==> src/rtl/compositor_pkg.sv <==
// Shared types for the view compositor: window descriptor and index widths.
// Latency: n/a (types and constants only).
// Backpressure: n/a.
package compositor_pkg;

  // Window coordinate widths; the compositor's H_W/V_W must match these.
  localparam int WIN_H_W       = 11;
  localparam int WIN_V_W       = 10;
  localparam int DEF_NUM_VIEWS = 4;

  // Width of a selection index that can also encode "background" (== NUM_VIEWS).
  localparam int VIEW_IDX_W = $clog2(DEF_NUM_VIEWS) + 1;

  // Half-open rectangle [x0,x1) x [y0,y1), gated by en.
  typedef struct packed {
    logic               en;
    logic [WIN_H_W-1:0] x0;
    logic [WIN_H_W-1:0] x1;
    logic [WIN_V_W-1:0] y0;
    logic [WIN_V_W-1:0] y1;
  } window_t;

  localparam window_t WINDOW_OFF = '0;

endpackage

==> src/rtl/view_compositor_window_hit.sv <==
// Combinational hit test of one screen position against one window.
// Latency: 0 cycles (pure combinational).
// Backpressure: none.
// Ports: win_i window descriptor, h_i/v_i screen position, hit_o position inside enabled window.
module window_hit
  import compositor_pkg::*;
(
  input  window_t            win_i,
  input  logic [WIN_H_W-1:0] h_i,
  input  logic [WIN_V_W-1:0] v_i,
  output logic               hit_o
);

  // Unsigned half-open compares: x1<=x0 or y1<=y0 can never satisfy both bounds.
  assign hit_o = win_i.en
              && (h_i >= win_i.x0) && (h_i < win_i.x1)
              && (v_i >= win_i.y0) && (v_i < win_i.y1);

endmodule

==> src/rtl/view_compositor.sv <==
// Merges NUM_VIEWS rendered view streams into one pixel stream by per-view window and fixed priority.
// Latency: PIPE_DEPTH+1 cycles from counts/sync/blank to every output.
// Backpressure: cfg_ready_out drops for the single commit cycle after a vsync rise; stream never stalls.
// Ports: clk_in/rst_n_in; timing counts+controls in; pixel_in (view i at bits [i*PIX_W +: PIX_W]);
//        cfg_* window write into shadow table; delayed stream out, sel_view_out, commit_out, frame_count_out.
module view_compositor
  import compositor_pkg::*;
#(
  parameter int               NUM_VIEWS  = 4,
  parameter int               PIPE_DEPTH = 6,
  parameter int               H_W        = 11,
  parameter int               V_W        = 10,
  parameter int               PIX_W      = 12,
  parameter logic [PIX_W-1:0] BG_COLOR   = '0,
  localparam int              CFG_W      = (NUM_VIEWS > 1) ? $clog2(NUM_VIEWS) : 1,
  localparam int              SEL_W      = $clog2(NUM_VIEWS) + 1
) (
  input  logic                       clk_in,
  input  logic                       rst_n_in,
  input  logic [H_W-1:0]             hcount_in,
  input  logic [V_W-1:0]             vcount_in,
  input  logic                       hsync_in,
  input  logic                       vsync_in,
  input  logic                       blank_in,
  input  logic [NUM_VIEWS*PIX_W-1:0] pixel_in,
  input  logic                       cfg_valid_in,
  output logic                       cfg_ready_out,
  input  logic [CFG_W-1:0]           cfg_view_in,
  input  logic                       cfg_en_in,
  input  logic [H_W-1:0]             cfg_x0_in,
  input  logic [H_W-1:0]             cfg_x1_in,
  input  logic [V_W-1:0]             cfg_y0_in,
  input  logic [V_W-1:0]             cfg_y1_in,
  output logic [PIX_W-1:0]           pixel_out,
  output logic                       hsync_out,
  output logic                       vsync_out,
  output logic                       blank_out,
  output logic [H_W-1:0]             hcount_out,
  output logic [V_W-1:0]             vcount_out,
  output logic [SEL_W-1:0]           sel_view_out,
  output logic                       commit_out,
  output logic [15:0]                frame_count_out
);

  localparam logic [SEL_W-1:0] SEL_BG = SEL_W'(NUM_VIEWS);

  // ---------------------------------------------------------------------------
  // Frame commit: vsync rise -> one commit cycle -> active table updated.
  // ---------------------------------------------------------------------------
  logic        vsync_prev_q;
  logic        commit_q;
  logic [15:0] frame_cnt_q, frame_cnt_d;
  logic        vs_rise;

  assign vs_rise = vsync_in && !vsync_prev_q;

  always_comb begin
    frame_cnt_d = frame_cnt_q;
    if (vs_rise) frame_cnt_d = frame_cnt_q + 16'd1;
  end

  // vsync_prev resets high so a vsync already high at reset release is not
  // mistaken for a rising edge.
  always_ff @(posedge clk_in or negedge rst_n_in) begin
    if (!rst_n_in) begin
      vsync_prev_q <= 1'b1;
      commit_q     <= 1'b0;
      frame_cnt_q  <= '0;
    end else begin
      vsync_prev_q <= vsync_in;
      commit_q     <= vs_rise;
      frame_cnt_q  <= frame_cnt_d;
    end
  end

  assign commit_out      = commit_q;
  assign frame_count_out = frame_cnt_q;
  // Writes are refused while the shadow is being copied so none is lost or split.
  assign cfg_ready_out   = !commit_q;

  // ---------------------------------------------------------------------------
  // Shadow / active window tables.
  // ---------------------------------------------------------------------------
  window_t shadow_q [NUM_VIEWS];
  window_t active_q [NUM_VIEWS];
  window_t cfg_win;
  logic    cfg_fire;

  assign cfg_fire = cfg_valid_in && cfg_ready_out;

  always_comb begin
    cfg_win    = WINDOW_OFF;
    cfg_win.en = cfg_en_in;
    cfg_win.x0 = WIN_H_W'(cfg_x0_in);
    cfg_win.x1 = WIN_H_W'(cfg_x1_in);
    cfg_win.y0 = WIN_V_W'(cfg_y0_in);
    cfg_win.y1 = WIN_V_W'(cfg_y1_in);
  end

  // An index >= NUM_VIEWS matches no entry, so such writes are accepted and dropped.
  always_ff @(posedge clk_in or negedge rst_n_in) begin
    if (!rst_n_in) begin
      for (int i = 0; i < NUM_VIEWS; i++) begin
        shadow_q[i] <= WINDOW_OFF;
        active_q[i] <= WINDOW_OFF;
      end
    end else begin
      for (int i = 0; i < NUM_VIEWS; i++) begin
        if (commit_q) active_q[i] <= shadow_q[i];
        if (cfg_fire && (cfg_view_in == CFG_W'(i))) shadow_q[i] <= cfg_win;
      end
    end
  end

  // ---------------------------------------------------------------------------
  // S1: hit vector, S2: priority selection, then delay to stage PIPE_DEPTH.
  // ---------------------------------------------------------------------------
  logic [NUM_VIEWS-1:0] hit_d, hit_q;
  logic [SEL_W-1:0]     sel_d;
  logic [SEL_W-1:0]     sel_pipe_q [PIPE_DEPTH-1];  // entry k holds stage k+2

  for (genvar g = 0; g < NUM_VIEWS; g++) begin : g_hit
    window_hit u_hit (
      .win_i (active_q[g]),
      .h_i   (WIN_H_W'(hcount_in)),
      .v_i   (WIN_V_W'(vcount_in)),
      .hit_o (hit_d[g])
    );
  end

  // Scan from the top down so the lowest hitting index is the one left standing.
  always_comb begin
    sel_d = SEL_BG;
    for (int i = NUM_VIEWS - 1; i >= 0; i--) begin
      if (hit_q[i]) sel_d = SEL_W'(i);
    end
  end

  always_ff @(posedge clk_in or negedge rst_n_in) begin
    if (!rst_n_in) begin
      hit_q <= '0;
      for (int s = 0; s < PIPE_DEPTH - 1; s++) sel_pipe_q[s] <= SEL_BG;
    end else begin
      hit_q         <= hit_d;
      sel_pipe_q[0] <= sel_d;
      for (int s = 1; s < PIPE_DEPTH - 1; s++) sel_pipe_q[s] <= sel_pipe_q[s-1];
    end
  end

  // ---------------------------------------------------------------------------
  // Timing delay lines: PIPE_DEPTH stages, output register adds the last one.
  // ---------------------------------------------------------------------------
  logic [PIPE_DEPTH-1:0]          hs_pipe_q, vs_pipe_q, bl_pipe_q;
  logic [PIPE_DEPTH-1:0][H_W-1:0] h_pipe_q;
  logic [PIPE_DEPTH-1:0][V_W-1:0] v_pipe_q;

  always_ff @(posedge clk_in or negedge rst_n_in) begin
    if (!rst_n_in) begin
      hs_pipe_q <= '0;
      vs_pipe_q <= '0;
      bl_pipe_q <= '1;
      h_pipe_q  <= '0;
      v_pipe_q  <= '0;
    end else begin
      hs_pipe_q <= {hs_pipe_q[PIPE_DEPTH-2:0], hsync_in};
      vs_pipe_q <= {vs_pipe_q[PIPE_DEPTH-2:0], vsync_in};
      bl_pipe_q <= {bl_pipe_q[PIPE_DEPTH-2:0], blank_in};
      h_pipe_q  <= {h_pipe_q[PIPE_DEPTH-2:0], hcount_in};
      v_pipe_q  <= {v_pipe_q[PIPE_DEPTH-2:0], vcount_in};
    end
  end

  // ---------------------------------------------------------------------------
  // Output stage: pixel_in is the renderer output for the stage-PIPE_DEPTH count.
  // ---------------------------------------------------------------------------
  logic [SEL_W-1:0] sel_p, sel_out_d;
  logic             bl_p;
  logic [PIX_W-1:0] pix_d;

  assign sel_p = sel_pipe_q[PIPE_DEPTH-2];
  assign bl_p  = bl_pipe_q[PIPE_DEPTH-1];

  always_comb begin
    pix_d     = BG_COLOR;
    sel_out_d = sel_p;
    for (int i = 0; i < NUM_VIEWS; i++) begin
      if (sel_p == SEL_W'(i)) pix_d = pixel_in[i*PIX_W +: PIX_W];
    end
    if (bl_p) begin
      pix_d     = '0;
      sel_out_d = SEL_BG;
    end
  end

  always_ff @(posedge clk_in or negedge rst_n_in) begin
    if (!rst_n_in) begin
      pixel_out    <= '0;
      hsync_out    <= 1'b0;
      vsync_out    <= 1'b0;
      blank_out    <= 1'b1;
      hcount_out   <= '0;
      vcount_out   <= '0;
      sel_view_out <= SEL_BG;
    end else begin
      pixel_out    <= pix_d;
      hsync_out    <= hs_pipe_q[PIPE_DEPTH-1];
      vsync_out    <= vs_pipe_q[PIPE_DEPTH-1];
      blank_out    <= bl_p;
      hcount_out   <= h_pipe_q[PIPE_DEPTH-1];
      vcount_out   <= v_pipe_q[PIPE_DEPTH-1];
      sel_view_out <= sel_out_d;
    end
  end

endmodule
==> config.mk <==
export PLATFORM = sky130hd
export DESIGN_NAME = view_compositor
export DESIGN_NICKNAME = d
export VERILOG_FILES = /design/src/rtl/compositor_pkg.sv /design/src/rtl/view_compositor_window_hit.sv /design/src/rtl/view_compositor.sv
export SDC_FILE = /design/constraint.sdc
export NUM_CORES = 1
export LEC_CHECK = 0
export ABC_AREA = 0
export CELL_PAD_IN_SITES_DETAIL_PLACEMENT = 1
export CELL_PAD_IN_SITES_GLOBAL_PLACEMENT = 2
export CORE_ASPECT_RATIO = 0.6
export CORE_MARGIN = 2
export CORE_UTILIZATION = 35
export CTS_BUF_LIST = sky130_fd_sc_hd__clkbuf_16
export CTS_CLUSTER_DIAMETER = 200
export DETAILED_ROUTE_END_ITERATION = 16
export GPL_TIMING_DRIVEN = 0
export PLACE_DENSITY_LB_ADDON = 0.1
export SLEW_MARGIN = 20
export SYNTH_ARGS = -nofsm -noshare
export SYNTH_HDL_FRONTEND = slang
export SYNTH_SLANG_ARGS = --single-unit
export TNS_END_PERCENT = 5
==> constraint.sdc <==
create_clock -name clk_in -period 2.3 [get_ports clk_in]
set_input_delay 0.575 -clock clk_in [delete_from_list [all_inputs] [get_ports clk_in]]
set_output_delay 0.575 -clock clk_in [all_outputs]
set_load 0.02 [all_outputs]
==> run summary <==
Vias: 14.2k
Clock Tree Root: clkbuf_16
Drt via density: 4.90
Grt total ovfl: 0
DR WL/cell: 21.5 um
Post-Synthesis Cells: 1,763
Highest metal used: met5
Clock buffer depth: 3
I/O pin count: 177
Crit path capture: hit_q[0]
Crit Path Max Fanout: 9
Initial Utilization: 35.2%
Detailed Route Iter0 Violations: 773
Synth async-reset ratio: 100%
Multi-input gate area: 0.00759 mm^2
Max-slew headroom: 42.5%
Worst r2r src: commit_out
Port Buffers: 176
Die Height: 201 um
Htree depth: 2
Slowest CP cell: dlygate4sd2_1
Die area: 0.0666 mm^2
FMAX: 439 MHz
Post-layout util: 42.7%
Met3 routed WL: 2.58 mm
GRT Total Usage: 19.3%
Leak: 12.4 nW
Routability Congestion: 0.771
Post-synth EDFFs: 0
Data required, critical path: 2.79 ns
Wl on met1: 32.3 mm
Final Critical Period: 2.28 ns
CTS tree: done
CTS Buf Count: 56
Later-pin clock latency in the skew report: 0.61 ns
Netlist Area Pre-Place: 0.0226 mm^2
CTS Sinks: 564
Share of layout cells above drive strength 1: 18.1%
Post-place setup slack: -1.76 ns
Wire length on met2: 26.5 mm
R2R cell count: 4
DRT Pass-1 Iters: 5
Final std cells w/o fill: 2,904
Synth cell types: 55
Worst setup startpoint: vcount_in[4]
FF+latch count, synth: 564
R2R setup slack: 0.05 ns
Antenna-violating nets left: 0
Register area: 0.0141 mm^2
Critical Path AT: 2.76 ns
Drt drc: 0
Die width: 332 um
Maximum capacitance violations: 0
Setup Buffers After CTS: 0
Crit share post-route: 99.0%
Synth-to-layout area growth: 21.3%
R2r endpoint: shadow_q[165]
Core Region: 0.0641 mm^2
Max-slew violation count: 0
Vias in the first global route: 15.5k
Fill cells: 6,706
Pwr/cell area: 937 mW/mm^2
Sequential-to-total area share from yosys stat: 62.6%
RSZ-0062 raised after global routing: true
DP Wirelength: 44.4 mm
Final hold violations: 0
Final nets: 2,285
VDD IR-drop max: 0.519 mV
DP Cell Count: 2,796
Synth warn: 0
PnR worst setup slack: 0.0238 ns
Endpoint type of the worst setup path: flop
Mapped Nets: 2,044
FP Rows: 72
Routed WL: 62.4 mm
Status: complete, no violations
Critical path type: in2reg
Worst-Margin Slew: 0.862 ns
Worst hold-check path type: in2reg
Cells along the critical path: dlygate4sd2_1 > ha_1 > a21oi_1 > o21ai_1 > a311o_1 > nor4_4
Pin count of the biggest net entering global routing: 102
Post-synth top flop: dfrtp_1
CP peak stage delay: 0.70 ns
Initial antenna violation count: 7
Mean Syn Cell Area: 12.8 um^2
CP Launch Type: primary input
Clock skew: 0.0107 ns
Final setup viols: 0
First-pass GRT wire length: 96.5 mm
Reg clk slew, reported paths: 0.06 ns
cells in the final DEF (no fill, tap or decap), types with 19 or more instances in the layout:
cell	n
ha_1	161
nor2_1	30
clkbuf_16	57
nand2_1	181
clkbuf_1	19
dfrtp_1	549
a21oi_1	41
o21ai_0	181
clkdlybuf4s50_1	143
buf_2	31
inv_1	169
mux2_2	202
power by group:
| part | internal, W | leakage (nW) | switching, W |
|---|---|---|---|
| Sequential | 0.0115 | 6.83 | 0.000681 |
| Clock | 0.00494 | 0.892 | 0.00397 |
| Combinational | 0.00202 | 4.65 | 0.00251 |
synth_stat cells, types with 7 or more instances:
library cell	n	area, um^2
a21o_1	11	82.6
a21oi_1	42	210
buf_2	29	145
clkbuf_1	21	78.8
dfrtp_1	550	13800
dfstp_2	14	368
ha_1	161	2010
inv_1	160	601
mux2_2	202	2270
nand2_1	181	679
nand2b_1	12	75.1
nand3_1	14	70.1
nand4_1	10	62.6
nor2_1	30	113
nor2b_1	10	62.6
nor3_1	7	35.0
o211ai_1	8	60.1
o21a_1	8	60.1
o21ai_0	188	941
o22ai_1	13	81.3
xnor2_1	8	70.1
xor2_1	7	61.3
layout make-up:
| type | instances | area share [%] |
|---|---|---|
| tap | 851 | 3.89 |
| timing repair buffer | 183 | 6.95 |
| sequential | 564 | 51.6 |
| clock buffer | 57 | 5.21 |
| buffer | 60 | 1.16 |
| multi-input combinational | 979 | 27.7 |
| clock inverter | 46 | 1.19 |
| inverter | 160 | 2.21 |
| antenna | 4 | 0.0366 |
how the worst min path moves through the flow:
stage | from | end | slack, ns | cells past startpoint
CTS | vcount_in[2] | v_pipe_q[2] | 0.27 | 1
detailed placement | h_pipe_q[4] | h_pipe_q[15] | 0.34 | 0
floorplan | rst_n_in | active_q[0] | 0.28 | 0
global placement | hs_pipe_q[3] | hs_pipe_q[4] | 0.33 | 0
global route | vcount_in[0] | v_pipe_q[0] | 0.19 | 1
finish | vcount_in[0] | v_pipe_q[0] | 0.22 | 1
metal layers:
layer | GRT usage (%) | up-vias
met2 | 28.2 | 185
li1 | - | 6515
met3 | 3.39 | 76
met5 | 0 | -
met1 | 29.7 | 7452
met4 | 4.09 | 2
cell families after synthesis:
kind of cell / after synthesis / share of synthesized area (%)
adder cells (fa/ha/maj): 161 / 8.93
buffers and inverters: 220 / 4.05
XOR/XNOR: 15 / 0.582
flip-flops: 564 / 62.6
AO/OA/AOI/OAI: 309 / 7.81
AND/OR/NAND/NOR: 289 / 5.78
multiplexers: 205 / 10.2
through the flow:
stage | hold WS, ns | setup TNS, ns | power (W) | area [um^2]
6_report | 0.218 | 0 | 0.0256 | 27400
3_5_place_dp | 0.336 | -63.64 | 0.0169 | 25600
3_3_place_gp | 0.331 | - | 0.0167 | 25400
4_1_cts | 0.271 | -0.0729 | 0.0260 | 27400
2_1_floorplan | 0.279 | 0 | 0.0149 | 22600
5_1_grt | 0.190 | -0.127 | 0.0272 | 27400
worst max-delay path: cells and delay by family:
kind,cells,cell delay [ns]
buf+inv,1,0.70
simple gates,1,0.39
compound gates,3,0.70
fa+ha+maj,1,0.38
what timing repair did:
item / in CTS / in global routing
gates cloned: 0 / 0
endpoints found under the hold margin: 42 / 0
pin swaps: 1 / 1
hold buffers: 1 / 0
gates resized for setup: 68 / 19
endpoints found under the setup margin: 25 / 17
flip-flops by register name, summed over array words and instances (netlist names), 10 cells and up:
name and flops:
v_pipe_q 60, hcount_out 11, shadow_q 172, active_q 172
pixel_out 12, sel_pipe_q 12, vcount_out 10, frame_count_out 16
h_pipe_q 66
Note: power is estimated with default switching activity, not from simulation.
